**src/rtl/mem_arb_pkg.sv**
```systemverilog
// Shared types for the unified memory-port arbiter: FSM states, port owner,
// the registered memory command and the width of the data-streak counter.
package mem_arb_pkg;

   localparam int STREAK_W = 4;

   typedef enum logic [1:0] {
      IDLE,
      REQ,
      RESP
   } state_e;

   typedef enum logic [1:0] {
      NONE,
      FETCH,
      DATA
   } owner_e;

   typedef struct packed {
      logic        we;
      logic [31:0] addr;
      logic [31:0] wdata;
      logic [3:0]  wstrb;
   } cmd_t;

endpackage

```
**src/rtl/arb_streak_prio.sv**
```systemverilog
// Grant decision between fetch and data. Data normally wins, but a bounded
// streak counter forces a fetch grant once data has won MAX_D_STREAK times
// in a row while fetch was waiting.
module arb_streak_prio
   import mem_arb_pkg::*;
#(
   parameter int MAX_D_STREAK = 4
) (
   input  logic   clk,
   input  logic   rst,
   input  logic   if_req_i,
   input  logic   d_req_i,
   input  logic   grant_i,
   output owner_e winner_o
);

   localparam logic [STREAK_W-1:0] StreakMax = STREAK_W'(MAX_D_STREAK);

   logic [STREAK_W-1:0] streak_q;
   logic [STREAK_W-1:0] streak_d;
   logic                fetchForced;

   // Pick the winner: data unless fetch is waiting and the streak is used up.
   always_comb begin
      fetchForced = if_req_i && (streak_q == StreakMax);
      winner_o    = NONE;
      if (d_req_i && !fetchForced) begin
         winner_o = DATA;
      end else if (if_req_i) begin
         winner_o = FETCH;
      end
   end

   // Count data wins that made fetch wait; any other grant restarts the count.
   always_comb begin
      streak_d = streak_q;
      if (grant_i) begin
         if ((winner_o == DATA) && if_req_i) begin
            if (streak_q != StreakMax) begin
               streak_d = streak_q + STREAK_W'(1);
            end
         end else begin
            streak_d = '0;
         end
      end
   end

   // Streak counter register.
   always_ff @(posedge clk or posedge rst) begin
      if (rst) begin
         streak_q <= '0;
      end else begin
         streak_q <= streak_d;
      end
   end

endmodule

```
**src/rtl/mem_port_arbiter.sv**
```systemverilog
// Shares one memory port between instruction fetch and data load/store.
// One transaction is outstanding at a time: IDLE arbitrates and registers the
// command, REQ holds it until the memory accepts, RESP waits for the reply,
// which is then routed to whichever requester owns the port.
module mem_port_arbiter
   import mem_arb_pkg::*;
#(
   parameter int MAX_D_STREAK = 4,
   parameter int ADDR_W       = 32
) (
   input  logic              clk,
   input  logic              rst,
   input  logic              if_req,
   input  logic [ADDR_W-1:0] if_addr,
   output logic              if_gnt,
   output logic              if_rvalid,
   output logic [31:0]       if_rdata,
   input  logic              d_req,
   input  logic              d_we,
   input  logic [ADDR_W-1:0] d_addr,
   input  logic [31:0]       d_wdata,
   input  logic [3:0]        d_wstrb,
   output logic              d_gnt,
   output logic              d_rvalid,
   output logic [31:0]       d_rdata,
   output logic              m_req,
   output logic              m_we,
   output logic [ADDR_W-1:0] m_addr,
   output logic [31:0]       m_wdata,
   output logic [3:0]        m_wstrb,
   input  logic              m_ready,
   input  logic              m_rvalid,
   input  logic [31:0]       m_rdata,
   output logic              busy,
   output logic              prot_err
);

   state_e      state_q,    state_d;
   owner_e      owner_q,    owner_d;
   cmd_t        cmd_q,      cmd_d;
   logic        ifGnt_q,    ifGnt_d;
   logic        dGnt_q,     dGnt_d;
   logic        ifRvalid_q, ifRvalid_d;
   logic        dRvalid_q,  dRvalid_d;
   logic [31:0] ifRdata_q,  ifRdata_d;
   logic [31:0] dRdata_q,   dRdata_d;
   logic        protErr_q,  protErr_d;
   logic        grantStb;
   logic        complete;
   owner_e      winner;

   assign grantStb = (state_q == IDLE) && (if_req || d_req);

   arb_streak_prio #(
      .MAX_D_STREAK(MAX_D_STREAK)
   ) uPrio (
      .clk      (clk),
      .rst      (rst),
      .if_req_i (if_req),
      .d_req_i  (d_req),
      .grant_i  (grantStb),
      .winner_o (winner)
   );

   // Next-state and registered-output logic for the transaction sequencer.
   always_comb begin
      state_d    = state_q;
      owner_d    = owner_q;
      cmd_d      = cmd_q;
      ifGnt_d    = 1'b0;
      dGnt_d     = 1'b0;
      ifRvalid_d = 1'b0;
      dRvalid_d  = 1'b0;
      ifRdata_d  = ifRdata_q;
      dRdata_d   = dRdata_q;
      protErr_d  = protErr_q;
      complete   = 1'b0;

      case (state_q)
         IDLE: begin
            if (m_rvalid) begin
               protErr_d = 1'b1;
            end
            if (grantStb && (winner == FETCH)) begin
               cmd_d.we    = 1'b0;
               cmd_d.addr  = 32'(if_addr);
               cmd_d.wdata = '0;
               cmd_d.wstrb = '0;
               owner_d     = FETCH;
               ifGnt_d     = 1'b1;
               state_d     = REQ;
            end else if (grantStb && (winner == DATA)) begin
               cmd_d.we    = d_we;
               cmd_d.addr  = 32'(d_addr);
               cmd_d.wdata = d_wdata;
               cmd_d.wstrb = d_wstrb;
               owner_d     = DATA;
               dGnt_d      = 1'b1;
               state_d     = REQ;
            end
         end
         REQ: begin
            if (m_ready) begin
               if (m_rvalid) begin
                  complete = 1'b1;
               end else begin
                  state_d = RESP;
               end
            end
         end
         RESP: begin
            if (m_rvalid) begin
               complete = 1'b1;
            end
         end
         default: begin
            state_d = IDLE;
         end
      endcase

      if (complete) begin
         state_d = IDLE;
         owner_d = NONE;
         if (owner_q == FETCH) begin
            ifRdata_d  = m_rdata;
            ifRvalid_d = 1'b1;
         end else if (owner_q == DATA) begin
            dRdata_d  = cmd_q.we ? 32'd0 : m_rdata;
            dRvalid_d = 1'b1;
         end
      end
   end

   // State, command and response registers; reset drops any transaction.
   always_ff @(posedge clk or posedge rst) begin
      if (rst) begin
         state_q    <= IDLE;
         owner_q    <= NONE;
         cmd_q      <= '0;
         ifGnt_q    <= 1'b0;
         dGnt_q     <= 1'b0;
         ifRvalid_q <= 1'b0;
         dRvalid_q  <= 1'b0;
         ifRdata_q  <= '0;
         dRdata_q   <= '0;
         protErr_q  <= 1'b0;
      end else begin
         state_q    <= state_d;
         owner_q    <= owner_d;
         cmd_q      <= cmd_d;
         ifGnt_q    <= ifGnt_d;
         dGnt_q     <= dGnt_d;
         ifRvalid_q <= ifRvalid_d;
         dRvalid_q  <= dRvalid_d;
         ifRdata_q  <= ifRdata_d;
         dRdata_q   <= dRdata_d;
         protErr_q  <= protErr_d;
      end
   end

   assign if_gnt    = ifGnt_q;
   assign d_gnt     = dGnt_q;
   assign if_rvalid = ifRvalid_q;
   assign d_rvalid  = dRvalid_q;
   assign if_rdata  = ifRdata_q;
   assign d_rdata   = dRdata_q;
   assign m_req     = (state_q == REQ);
   assign m_we      = cmd_q.we;
   assign m_addr    = cmd_q.addr[ADDR_W-1:0];
   assign m_wdata   = cmd_q.wdata;
   assign m_wstrb   = cmd_q.wstrb;
   assign busy      = (state_q != IDLE);
   assign prot_err  = protErr_q;

endmodule

```
**config.mk**
```make
export PLATFORM = sky130hd
export DESIGN_NAME = mem_port_arbiter
export DESIGN_NICKNAME = d
export VERILOG_FILES = /design/src/rtl/mem_arb_pkg.sv /design/src/rtl/arb_streak_prio.sv /design/src/rtl/mem_port_arbiter.sv
export SDC_FILE = /design/constraint.sdc
export NUM_CORES = 1
export LEC_CHECK = 0
export ABC_AREA = 1
export CORE_MARGIN = 1
export CORE_UTILIZATION = 45
export CTS_CLUSTER_SIZE = 14
export DETAILED_ROUTE_END_ITERATION = 16
export PLACE_DENSITY = 0.89
export SLEW_MARGIN = 30
export SYNTH_ARGS = -nofsm -noshare
export SYNTH_HDL_FRONTEND = slang
export SYNTH_HIERARCHICAL = 1
export SYNTH_SLANG_ARGS = --single-unit
export TNS_END_PERCENT = 20
```
**constraint.sdc**
```tcl
create_clock -name clk -period 8.3 [get_ports clk]
set_input_delay 0.83 -clock clk [delete_from_list [all_inputs] [get_ports clk]]
set_output_delay 0.83 -clock clk [all_outputs]
set_load 0.01 [all_outputs]
```
Word-level counts from Yosys, hierarchy flattened --
Cells that the tools add are included.
Storage, ports and cells: input bits 139, logic and storage cells 79, output and inout port bits 140, flip-flop bits (word level) 146
Operators by class: reductions and logical operators 20, bitwise operators 1, equal/unequal tests 13, mux-type cells 30, add/subtract/negate cells 1
Operators by type and width (count):
- $mux W69 | 2
- $mux W32 | 1
- $mux W2 | 10
- $mux W1 | 13
- $reduce_and A2 Y1 | 5
- $mux W4 | 2
- $eq A2 B1 Y1 const B | 3
- $eq A2 B2 Y1 const B | 3
- $logic_and A1 B1 Y1 | 6
- $pmux W2 S3 | 1
- $reduce_bool A2 Y1 | 3
- $add A4 B1 Y4 const B | 1
- $eq A4 B3 Y1 const B | 1
- $ne A2 B2 Y1 const B | 2
- $ne A4 B2 Y1 const B | 1
- $ne A4 B3 Y1 const B | 1
- $reduce_and A4 Y1 | 1
- $ne A3 B1 Y1 const B | 1
- $ne A3 B2 Y1 const B | 1
- $reduce_and A3 Y1 | 1
- $reduce_bool A3 Y1 | 1
- $logic_not A2 Y1 | 1
- $pmux W1 S2 | 1
- $logic_not A1 Y1 | 1
- 2 further kinds | 2

Logic depth before layout (Yosys ltp) --
Gate-level depths: netlist of run 1.
word-level depth 11, mapped depth 14, mapped depth without buffers 12

By module --
The synthesis of run 1 kept the hierarchy.
Modules (own cells, without submodules):
- mem_port_arbiter | cells an instance 695, times used 1, seq. area each 3553.4 um^2, area an instance 5960.7 um^2
- arb_streak_prio | cells an instance 34, times used 1, seq. area each 100.1 um^2, area an instance 247.7 um^2

Worst setup path after synthesis of run 1 --
OpenSTA, ideal clock, no wires.
kind input to register, start point in if_req, end point reg cmd_q, in the netlist m_wdata[0], stages 12, slack 6.227 ns, data required time 8.183 ns, data arrival time 1.957 ns, library setup time 0.117 ns, buffers on the path 2, path through inv_1 o21a_1 nor2_1 inv_1 nor2_1 nand3_2 nand2_2 inv_2 buf_6 buf_6 nand2_1 nand2_1
Between the ends: cells in the longest elaborated chain, start to end 8, elaborated cells between the ends (all ways) 14, classes of those cells 2 x eq/ne; 3 x mux; 9 x reduce/logical
Ends and longest elaborated chain:
- start: declaration | RTL line mem_port_arbiter.sv:13 | input logic if_req,
- $logic_and A1 B1 Y1 (*) | RTL line arb_streak_prio.sv:25 | fetchForced = if_req_i && (streak_q == StreakMax);
- $logic_not A1 Y1 (*) | RTL line arb_streak_prio.sv:27 | if (d_req_i && !fetchForced) begin
- $logic_and A1 B1 Y1 (*) | RTL line arb_streak_prio.sv:27
- $mux W2 (*) | RTL line arb_streak_prio.sv:27
- via winner[1] | RTL line mem_port_arbiter.sv:50 | owner_e winner;
- $eq A2 B1 Y1 or $eq A2 B2 Y1 (tied branches) | RTL line mem_port_arbiter.sv:84, mem_port_arbiter.sv:92
- $logic_and A1 B1 Y1, on equally long branches | RTL line mem_port_arbiter.sv:84, mem_port_arbiter.sv:92
- $reduce_bool A2 Y1 (no line)
- $reduce_and A2 Y1 (no line)
- end signal: assignment | RTL line mem_port_arbiter.sv:150 | cmd_q <= cmd_d;
- end: declaration | RTL line mem_port_arbiter.sv:40 | cmd_t cmd_q, cmd_d;
Mark *: on every way through the listed nets, which the timed path passes. The rest lies on a longest branch. A chain may end at the register's enable or synchronous reset.

Final worst setup path of run 1 --
start point in if_req, end point reg cmd_q, in the netlist m_addr[20]
Same word-level chain as after synthesis.

==> flow_summary_export.csv, run 1 <==
group,metric,value,unit
setup_path,end_kind,"flop",
yosys,yosys-top-cells-area,"dfrtp_1, nand2_1, o211ai_1, inv_1, o21ai_0",
die,ios,279,
die,start_util,0.465,
setup_path,cp.required,8.65,ns
placed_design,placed_area,9040,sq um
sta,hold_viol,0,
clock_network,cts_root_buffer,"clkbuf_16",
yosys,seq_area_frac_synth,0.588,
drt,wl_per_cell,15.4,um
final_layout,nets,1139,
final_layout,design_area,9690,sq um
clock_network,cts_sinks,146,
clock_network,cts_resized,0,
clock_network,htree_levels,4,
yosys,ys_types,23,
clock_network,postCtsHoldBufs,0,
sta,tightest_slew,0.775,ns
drt,ant_nets,0,
yosys,syn_area,6210,sq um
power_and_ir_drop,p_leak,4.88,nW
die,fp.dieH,119,um
sta,fin_crit,3.47,ns
clock_network,cts_buffers,17,
clock_network,cts_buffer_depth,2,
final_layout,fillers,1004,
sta,drv_slew,0,
yosys,yosys.area.top_type,"dfrtp_1",
final_layout,multi_input_area,2120,sq um
yosys,ys_ff_latch,146,
power_and_ir_drop,power.density,356,nW/um^2
worst_hold_path,hold_class,"flop to flop",
clock_network,clkTransAtPathRegs,0.06,ns
global_route,grt_pass1_vias,5608,
sta,fmax,0.288,GHz
drt,wirelength,18.3,mm
sta,finClkSkew,0.00940,ns
drt,drc_errors,0,
yosys,synthAdderAreaFrac,0.0141,
placed_design,pre_cts_ws,4.41,ns
die,die_w,119,um
job,maxCapViolations,0,
die,row_count,42,
yosys,synthMuxAreaShare,0,
sta,setup_violations,0,
placed_design,io_buffers,278,
final_layout,layout-drive-gt1-share,0.0427,
yosys,yosys_warnings,6,
sta,slew_headroom,0.483,
global_route,overflow,0,
yosys,yosys.area_share.xor_xnor,0.00141,
yosys,syn_nets,875,
setup_path,cp.arrival,3.82,ns
drt,num_vias,5752,
setup_path,critPathMaxFanout,69,
clock_network,clk_latency,0.42,ns
status,status,"finished clean",
placed_design,dp_hpwl,12.5,mm
placed_design,gp_congestion,0.910,
final_layout,seq_area,3650,sq um
sta,fin_tns_setup,0,ns
sta,rsz0062_at_grt,"no",
final_layout,fin_util,0.726,
global_route,antenna_found_initial,1,
clock_network,post_cts_buffers,0,
global_route,grt_usage,0.266,
power_and_ir_drop,total_power,3.45,mW
die,dieArea,14300,sq um
sta,layout_setup_ws,4.83,ns
yosys,netlist_instances,729,
setup_path,criticalPathCategory,"primary input to flop",
yosys,synth_top_family_by_area,"simple AND/OR/NAND/NOR gates",
drt,via_per_inst,4.86,
yosys,synthSimpleGateAreaFrac,0.248,
power_and_ir_drop,ir_worst_vdd,0.250,mV
yosys,synth_top_area_share,0.588,
yosys,synth_compound_area_frac,0.0776,
global_route,grt_max_degree,82,
die,core,13300,sq um
clock_network,tritoncts,"done",
drt,drtIter0Drc,481,
global_route,grt_pass1_wl,29.1,mm
sta,post-route-period-util,0.418,
drt,first_pass_iters,5,
final_layout,area_growth,56.0,%
setup_path,worst_setup_path_start_kind,"primary input",
yosys,avgSynthCellArea,8.52,sq um
==> cell usage in the layout, fill, tap and decap left out <==
cell and n:
clkinv_2 5, inv_2 2, bufinv_16 5, buf_4 3, o21a_1 1, nand2_1 382
inv_4 1, clkinvlp_4 1, inv_6 1, a21oi_4 1, inv_1 55, ha_1 7
clkdlybuf4s50_1 278, nand2_2 1, nor2_1 10, o21bai_1 2, clkbuf_16 17, a21oi_1 4
o21ai_1 15, buf_6 1, nand3_2 3, o21ai_0 20, dfrtp_1 146, clkbuf_8 2
o211ai_1 32, nand3_1 7, xnor2_1 1, a211oi_1 1, clkbuf_1 2, diode_2 1
==> per-layer routing <==
metal | vias up | global-route usage | wire (um)
li1 | 2788 | - | -
met1 | 2658 | 0.309 | 7270
met2 | 246 | 0.443 | 8980
met3 | 60 | 0.0742 | 1150
met4 | 0 | 0.145 | 857
met5 | - | 0 | 0
==> critical path, cell delays in order <==
cell	delay, ns
clkdlybuf4s50_1	0.45
inv_1	0.10
o21a_1	0.17
nor2_1	0.07
inv_1	0.05
nor2_1	0.04
nand3_2	0.05
buf_4	0.51
nand2_2	0.57
inv_4	0.70
nand2_1	0.15
nand2_1	0.11
==> kinds of logic (layout without fill, tap and decap cells) <==
| family | after synthesis | after routing |
|---|---|---|
| compound gates | 76 | 76 |
| xor+xnor | 1 | 1 |
| fa+ha+maj | 7 | 7 |
| buf+inv | 96 | 373 |
| flops | 146 | 146 |
| other cells | 0 | 1 |
| simple gates | 403 | 403 |
==> synthesized netlist by cell type <==
library cell / instances
nor2_1: 10
a21oi_4: 1
o211ai_1: 32
dfrtp_1: 146
ha_1: 7
buf_1: 1
inv_1: 57
a211oi_1: 1
nand3_1: 7
buf_6: 5
buf_4: 4
o21a_1: 1
inv_2: 2
nand2_1: 382
o21bai_1: 2
buf_2: 17
nand3_2: 3
o21ai_0: 20
clkbuf_1: 10
a21oi_1: 4
xnor2_1: 1
o21ai_1: 15
nand2_2: 1
==> metrics by stage <==
step,hold slack (ns),cells
global placement,0.453,1150
CTS,0.473,1182
finish,0.469,1183
global route,0.491,1183
detailed placement,0.458,1150
floorplan,0.467,729
==> flip-flops by register name, summed over array words and instances (netlist names) <==
signal / flops
d_rdata: 32
if_rdata: 32
m_addr: 32
m_wdata: 32
m_wstrb: 4
uPrio/streak_q: 4
owner_q: 2
state_q: 2
d_gnt: 1
d_rvalid: 1
if_gnt: 1
if_rvalid: 1
m_we: 1
prot_err: 1
==> final timing paths <==
path / from / end / slack (ns) / cells past startpoint
worst max-delay path: if_req / m_addr[20]$_DFFE_PP0P_ / 4.83 / 12
worst min-delay path: m_wdata[28]$_DFFE_PP0P_ / m_wdata[28]$_DFFE_PP0P_ / 0.47 / 2
worst max register to register: uPrio/streak_q[0]$_DFFE_PP0P_ / m_addr[20]$_DFFE_PP0P_ / 5.06 / 13
worst min register to register: m_wdata[28]$_DFFE_PP0P_ / m_wdata[28]$_DFFE_PP0P_ / 0.47 / 2
max in group asynchronous: rst / state_q[1]$_DFFE_PP0P_ / 6.28 / 3
min in group asynchronous: rst / uPrio/streak_q[0]$_DFFE_PP0P_ / 0.73 / 2
==> layout make-up <==
class / count / share of cell area
repair buffers: 282 / 0.291
inverters: 59 / 0.0236
flip-flops and latches: 146 / 0.377
well taps: 176 / 0.0227
diodes: 1 / 0.000258
clock buffers: 21 / 0.0475
clock inverters: 11 / 0.0189
multi-input cells: 487 / 0.219
==> where the power goes <==
| group | switching, mW | internal, mW |
|---|---|---|
| clock network | 0.285 | 0.546 |
| registers | 0.179 | 1.02 |
| logic | 0.673 | 0.738 |
| total | 1.14 | 2.31 |
No activity file was read; power rests on OpenSTA's default activity.
==> run 2, diff against run 1 <==
CORE_UTILIZATION = 42   (was 45)
PLACE_DENSITY = 0.84   (was 0.89)
clock period = 3.25 ns   (was 8.3 ns; I/O delays follow)
==> flow_summary_export.csv, run 2 (synthesis results as in run 1) <==
group,metric,value,unit
setup_path,cp_slowest_cell,"inv_2",
drt,num_vias,5702,
clock_network,postCtsHoldBufs,0,
status,status,"finished clean",
setup_path,rr_worst_depth,12,
drt,first_pass_iters,5,
clock_network,cts_buffer_depth,2,
drt,wl_per_cell,15.0,um
die,ios,279,
setup_path,cp-startpoint,"uPrio/streak_q[0]$_DFFE_PP0P_",
clock_network,clk_latency,0.42,ns
sta,layout_setup_ws,0.661,ns
global_route,antenna_found_initial,0,
die,dieArea,15300,sq um
sta,rsz0062_at_grt,"no",
drt,via_per_inst,4.77,
sta,tightest_slew,0.908,ns
setup_path,critPathMaxStageDelay,0.65,ns
sta,slew_headroom,0.394,
die,row_count,44,
placed_design,dp_hpwl,12.7,mm
final_layout,fin_util,0.670,
setup_path,path_depth,12,
drt,drtIter0Drc,323,
global_route,grt_max_degree,69,
setup_path,worst_setup_path_start_kind,"flop",
job,maxCapViolations,0,
sta,post-route-period-util,0.797,
clock_network,tritoncts,"done",
setup_path,cp-endpoint,"m_wdata[21]$_DFFE_PP0P_",
global_route,grt_pass1_wl,27.4,mm
final_layout,layout-drive-gt1-share,0.0495,
setup_path,crit_chain,"inv_1 -> ha_1 -> nand3_1 -> o21a_1 -> nor2_1 -> nor2_1 -> nand3_1 -> nand2_2 -> inv_2 -> buf_4 -> nand2_1 -> nand2_1",
final_layout,fillers,1153,
final_layout,nets,1144,
setup_path,worstReg2RegStart,"uPrio/streak_q[0]$_DFFE_PP0P_",
drt,ant_nets,0,
die,core,14500,sq um
drt,wirelength,17.9,mm
setup_path,criticalPathCategory,"flop to flop",
final_layout,num_antenna_cells,0,
final_layout,final_common_cell,"nand2_1",
placed_design,gp_congestion,0.819,
die,fp.dieH,124,um
clock_network,post_cts_buffers,0,
die,start_util,0.429,
global_route,overflow,0,
global_route,grt_usage,0.237,
clock_network,cts_root_buffer,"clkbuf_16",
sta,fmax,0.386,GHz
final_layout,final_cells,1195,
setup_path,r2r_slack,0.66,ns
clock_network,cts_sinks,146,
setup_path,cp.arrival,2.95,ns
setup_path,worstReg2RegEnd,"m_wdata[21]$_DFFE_PP0P_",
clock_network,cts_buffers,17,
sta,fin_crit,2.59,ns
clock_network,cts_resized,0,
clock_network,htree_levels,4,
die,die_w,124,um
power_and_ir_drop,p_leak,4.87,nW
sta,setup_violations,0,
final_layout,area_growth,56.3,%
drt,drc_errors,0,
sta,drv_slew,0,
setup_path,critPathMaxFanout,55,
placed_design,pre_cts_ws,0.482,ns
clock_network,clkTransAtPathRegs,0.06,ns
placed_design,io_buffers,278,
final_layout,final_cell_mix,"nand2_1, clkdlybuf4s50_1, dfrtp_1",
sta,finClkSkew,0.00764,ns
worst_hold_path,hold_class,"primary input to asynchronous set/reset pin",
setup_path,crit_family,"buffers and inverters",
sta,hold_viol,0,
power_and_ir_drop,ir_worst_vdd,0.599,mV
setup_path,cp.required,3.61,ns
power_and_ir_drop,power.density,887,nW/um^2
sta,fin_tns_setup,0,ns
setup_path,timing.critical_path.buf_inv,3,
setup_path,end_kind,"flop",
placed_design,dp.cells,1163,
global_route,grt_pass1_vias,5595,
==> run 2: report_power, final <==
part | switching (mW) | total, mW | leakage, nW | internal, mW
Sequential | 0.450 | 3.06 | 1.89 | 2.62
Combinational | 1.70 | 3.60 | 2.70 | 1.90
Clock | 0.771 | 1.94 | 0.281 | 1.17
Total | 2.92 | 8.60 | 4.87 | 5.68
==> run 2: worst min path at each step <==
stage / startpoint / to / slack (ns)
global route: rst / uPrio/streak_q[2]$_DFFE_PP0P_ / 0.19
floorplan: rst / uPrio/streak_q[0]$_DFFE_PP0P_ / 0.09
detailed placement: m_wdata[10]$_DFFE_PP0P_ / m_wdata[10]$_DFFE_PP0P_ / 0.46
CTS: rst / uPrio/streak_q[2]$_DFFE_PP0P_ / 0.17
finish: rst / uPrio/streak_q[2]$_DFFE_PP0P_ / 0.18
global placement: m_wdata[28]$_DFFE_PP0P_ / m_wdata[28]$_DFFE_PP0P_ / 0.45
==> run 2: layout make-up <==
class                      instances  area (sq um)  share of cell area
multi-input combinational        487          2120               0.219
clock buffer                      19           453              0.0467
timing repair buffer             287          2890               0.298
inverter                          59           225              0.0232
sequential                       146          3650               0.377
tap                              184           230              0.0237
clock inverter                    13           133              0.0137
==> run 2: stage by stage <==
step	cell area (sq um)	power [mW]	hold WS, ns
floorplan	6210	4.58	0.0911
global placement	9120	6.59	0.451
detailed placement	9120	6.69	0.458
CTS	9700	8.68	0.166
global route	9700	9.15	0.195
finish	9700	8.60	0.183
==> run 2: per-layer routing <==
metal,GRT usage,vias up,wire [um]
met1,0.286,2673,7380
met4,0.111,0,578
li1,-,2792,-
met2,0.397,192,8920
met3,0.0600,45,1060
met5,0,-,0
==> run 3, diff against run 2 <==
clock period = 2.5 ns   (was 3.25 ns; I/O delays follow)
==> flow_summary_export.csv, run 3 (synthesis results as in run 1) <==
group,metric,value,unit
setup_path,rr_worst_depth,12,
power_and_ir_drop,clkPwrFrac,0.244,
power_and_ir_drop,power.density,1170,nW/um^2
die,dieArea,15300,sq um
global_route,grt_pass1_vias,5425,
setup_path,worst_setup_path_start_kind,"flop",
sta,fmax,0.441,GHz
sta,fin_crit,2.27,ns
drt,drtIter0Drc,371,
final_layout,design_area,9810,sq um
power_and_ir_drop,ir_worst_vdd,0.660,mV
final_layout,area_growth,58.0,%
sta,fin_hold_ws,0.109,ns
drt,num_vias,5644,
power_and_ir_drop,p_leak,4.92,nW
clock_network,cts_root_buffer,"clkbuf_16",
final_layout,num_antenna_cells,0,
clock_network,post_cts_buffers,0,
die,ios,279,
setup_path,worstReg2RegStart,"uPrio/streak_q[0]$_DFFE_PP0P_",
placed_design,io_buffers,278,
clock_network,htree_levels,4,
global_route,antenna_found_initial,0,
power_and_ir_drop,p_switching,3.79,mW
global_route,grtUsageMet2,0.407,
setup_path,critPathMaxFanout,31,
final_layout,final_common_cell,"nand2_1",
power_and_ir_drop,intPower,7.71,mW
sta,setup_violations,0,
setup_path,worstReg2RegEnd,"m_addr[19]$_DFFE_PP0P_",
final_layout,final_cell_mix,"nand2_1, clkdlybuf4s50_1, dfrtp_1",
final_layout,nets,1146,
sta,slew_headroom,0.583,
setup_path,cp.arrival,2.62,ns
drt,first_pass_iters,6,
clock_network,clk_latency,0.42,ns
drt,via_per_inst,4.72,
status,status,"finished clean",
die,row_count,44,
setup_path,end_kind,"flop",
global_route,busiest_layer,"met2",
placed_design,gp_congestion,0.831,
power_and_ir_drop,power_switching_share,0.329,
placed_design,dp_hpwl,12.5,mm
placed_design,placed_area,9160,sq um
sta,tightest_slew,0.624,ns
setup_path,criticalPathCategory,"flop to flop",
global_route,grt_use_met1,0.278,
worst_hold_path,hold_class,"primary input to asynchronous set/reset pin",
drt,drc_errors,0,
drt,wirelength,18.0,mm
setup_path,r2r_slack,0.23,ns
power_and_ir_drop,p_seq_frac,0.346,
drt,ant_nets,0,
sta,rsz0062_at_grt,"no",
clock_network,tritoncts,"done",
global_route,overflow,0,
die,fp.dieH,124,um
die,core,14500,sq um
sta,fin_tns_setup,0,ns
clock_network,postCtsHoldBufs,0,
die,die_w,124,um
final_layout,fillers,1121,
die,start_util,0.429,
sta,drv_slew,0,
global_route,grt_max_degree,74,
clock_network,cts_resized,0,
setup_path,cp.required,2.85,ns
sta,finClkSkew,0.00840,ns
sta,post-route-period-util,0.907,
global_route,grt_usage,0.237,
sta,hold_viol,0,
clock_network,cts_sinks,146,
global_route,grt.met3_usage,0.0650,
final_layout,layout-drive-gt1-share,0.0484,
global_route,grt_pass1_wl,27.4,mm
drt,wl_per_cell,15.0,um
clock_network,cts_buffer_depth,2,
power_and_ir_drop,pwr-share-comb,0.410,
job,maxCapViolations,0,
clock_network,cts_buffers,17,
clock_network,clkTransAtPathRegs,0.06,ns
[run 3: cell types whose count changed in the layout (fill, tap and decap cells not counted), sizes merged]
cell,delta
bufinv,+3
clkbuf,+1
buf,+2
clkinv,-3
clkinvlp,-1
[run 3: worst max-delay path: stages (launching register included)]
cell	delay [ns]
dfrtp_1	0.40
inv_1	0.11
ha_1	0.15
nand3_1	0.11
o21a_1	0.21
nor2_1	0.12
inv_1	0.05
nor2_1	0.10
nand3_2	0.18
nand2_2	0.16
buf_4	0.34
o211ai_1	0.15
nand2_1	0.10
[run 3: metal layers]
metal,up-vias,wire [um]
met4,0,480
met2,184,9140
met5,-,0
met1,2629,7180
li1,2797,-
met3,34,1180
[run 3: how the worst max path moves through the flow]
stage / start / endpoint / slack [ns]
final: uPrio/streak_q[0]$_DFFE_PP0P_ / m_addr[19]$_DFFE_PP0P_ / 0.23
after global routing: uPrio/streak_q[0]$_DFFE_PP0P_ / m_addr[19]$_DFFE_PP0P_ / 0.07
after CTS: uPrio/streak_q[0]$_DFFE_PP0P_ / m_addr[19]$_DFFE_PP0P_ / 0.24
after detailed placement: if_req / m_addr[19]$_DFFE_PP0P_ / 0.19
after global placement: if_req / m_addr[22]$_DFFE_PP0P_ / 0.26
after floorplan: rst / d_gnt$_DFF_PP0_ / 0.47
[run 3: through the flow]
stage | instances | setup WS (ns) | utilization | power [mW]
floorplan | 729 | 0.473 | - | 5.95
global placement | 1165 | 0.260 | 0.632 | 8.59
global route | 1197 | 0.0694 | 0.677 | 12.2
finish | 1197 | 0.231 | 0.677 | 11.5
CTS | 1197 | 0.242 | 0.677 | 11.6
detailed placement | 1165 | 0.189 | 0.632 | 8.71
[run 3: power by group through the flow]
| stage | Clock (mW) | Sequential (mW) | Combinational (mW) |
|---|---|---|---|
| 5_1_grt | 2.94 | 4.11 | 5.17 |
| 3_3_place_gp | 0 | 3.95 | 4.64 |
| 2_1_floorplan | 0 | 4.43 | 1.52 |
| 3_5_place_dp | 0 | 3.99 | 4.72 |
| 6_report | 2.80 | 3.98 | 4.72 |
| 4_1_cts | 2.84 | 3.99 | 4.77 |
[run 3: layout make-up]
type	count	area, sq um	area share
well taps	184	230	0.0235
multi-input cells	487	2120	0.216
inverters	59	225	0.0230
clock buffers	20	447	0.0455
flip-flops and latches	146	3650	0.372
repair buffers	289	2930	0.299
clock inverters	12	204	0.0208
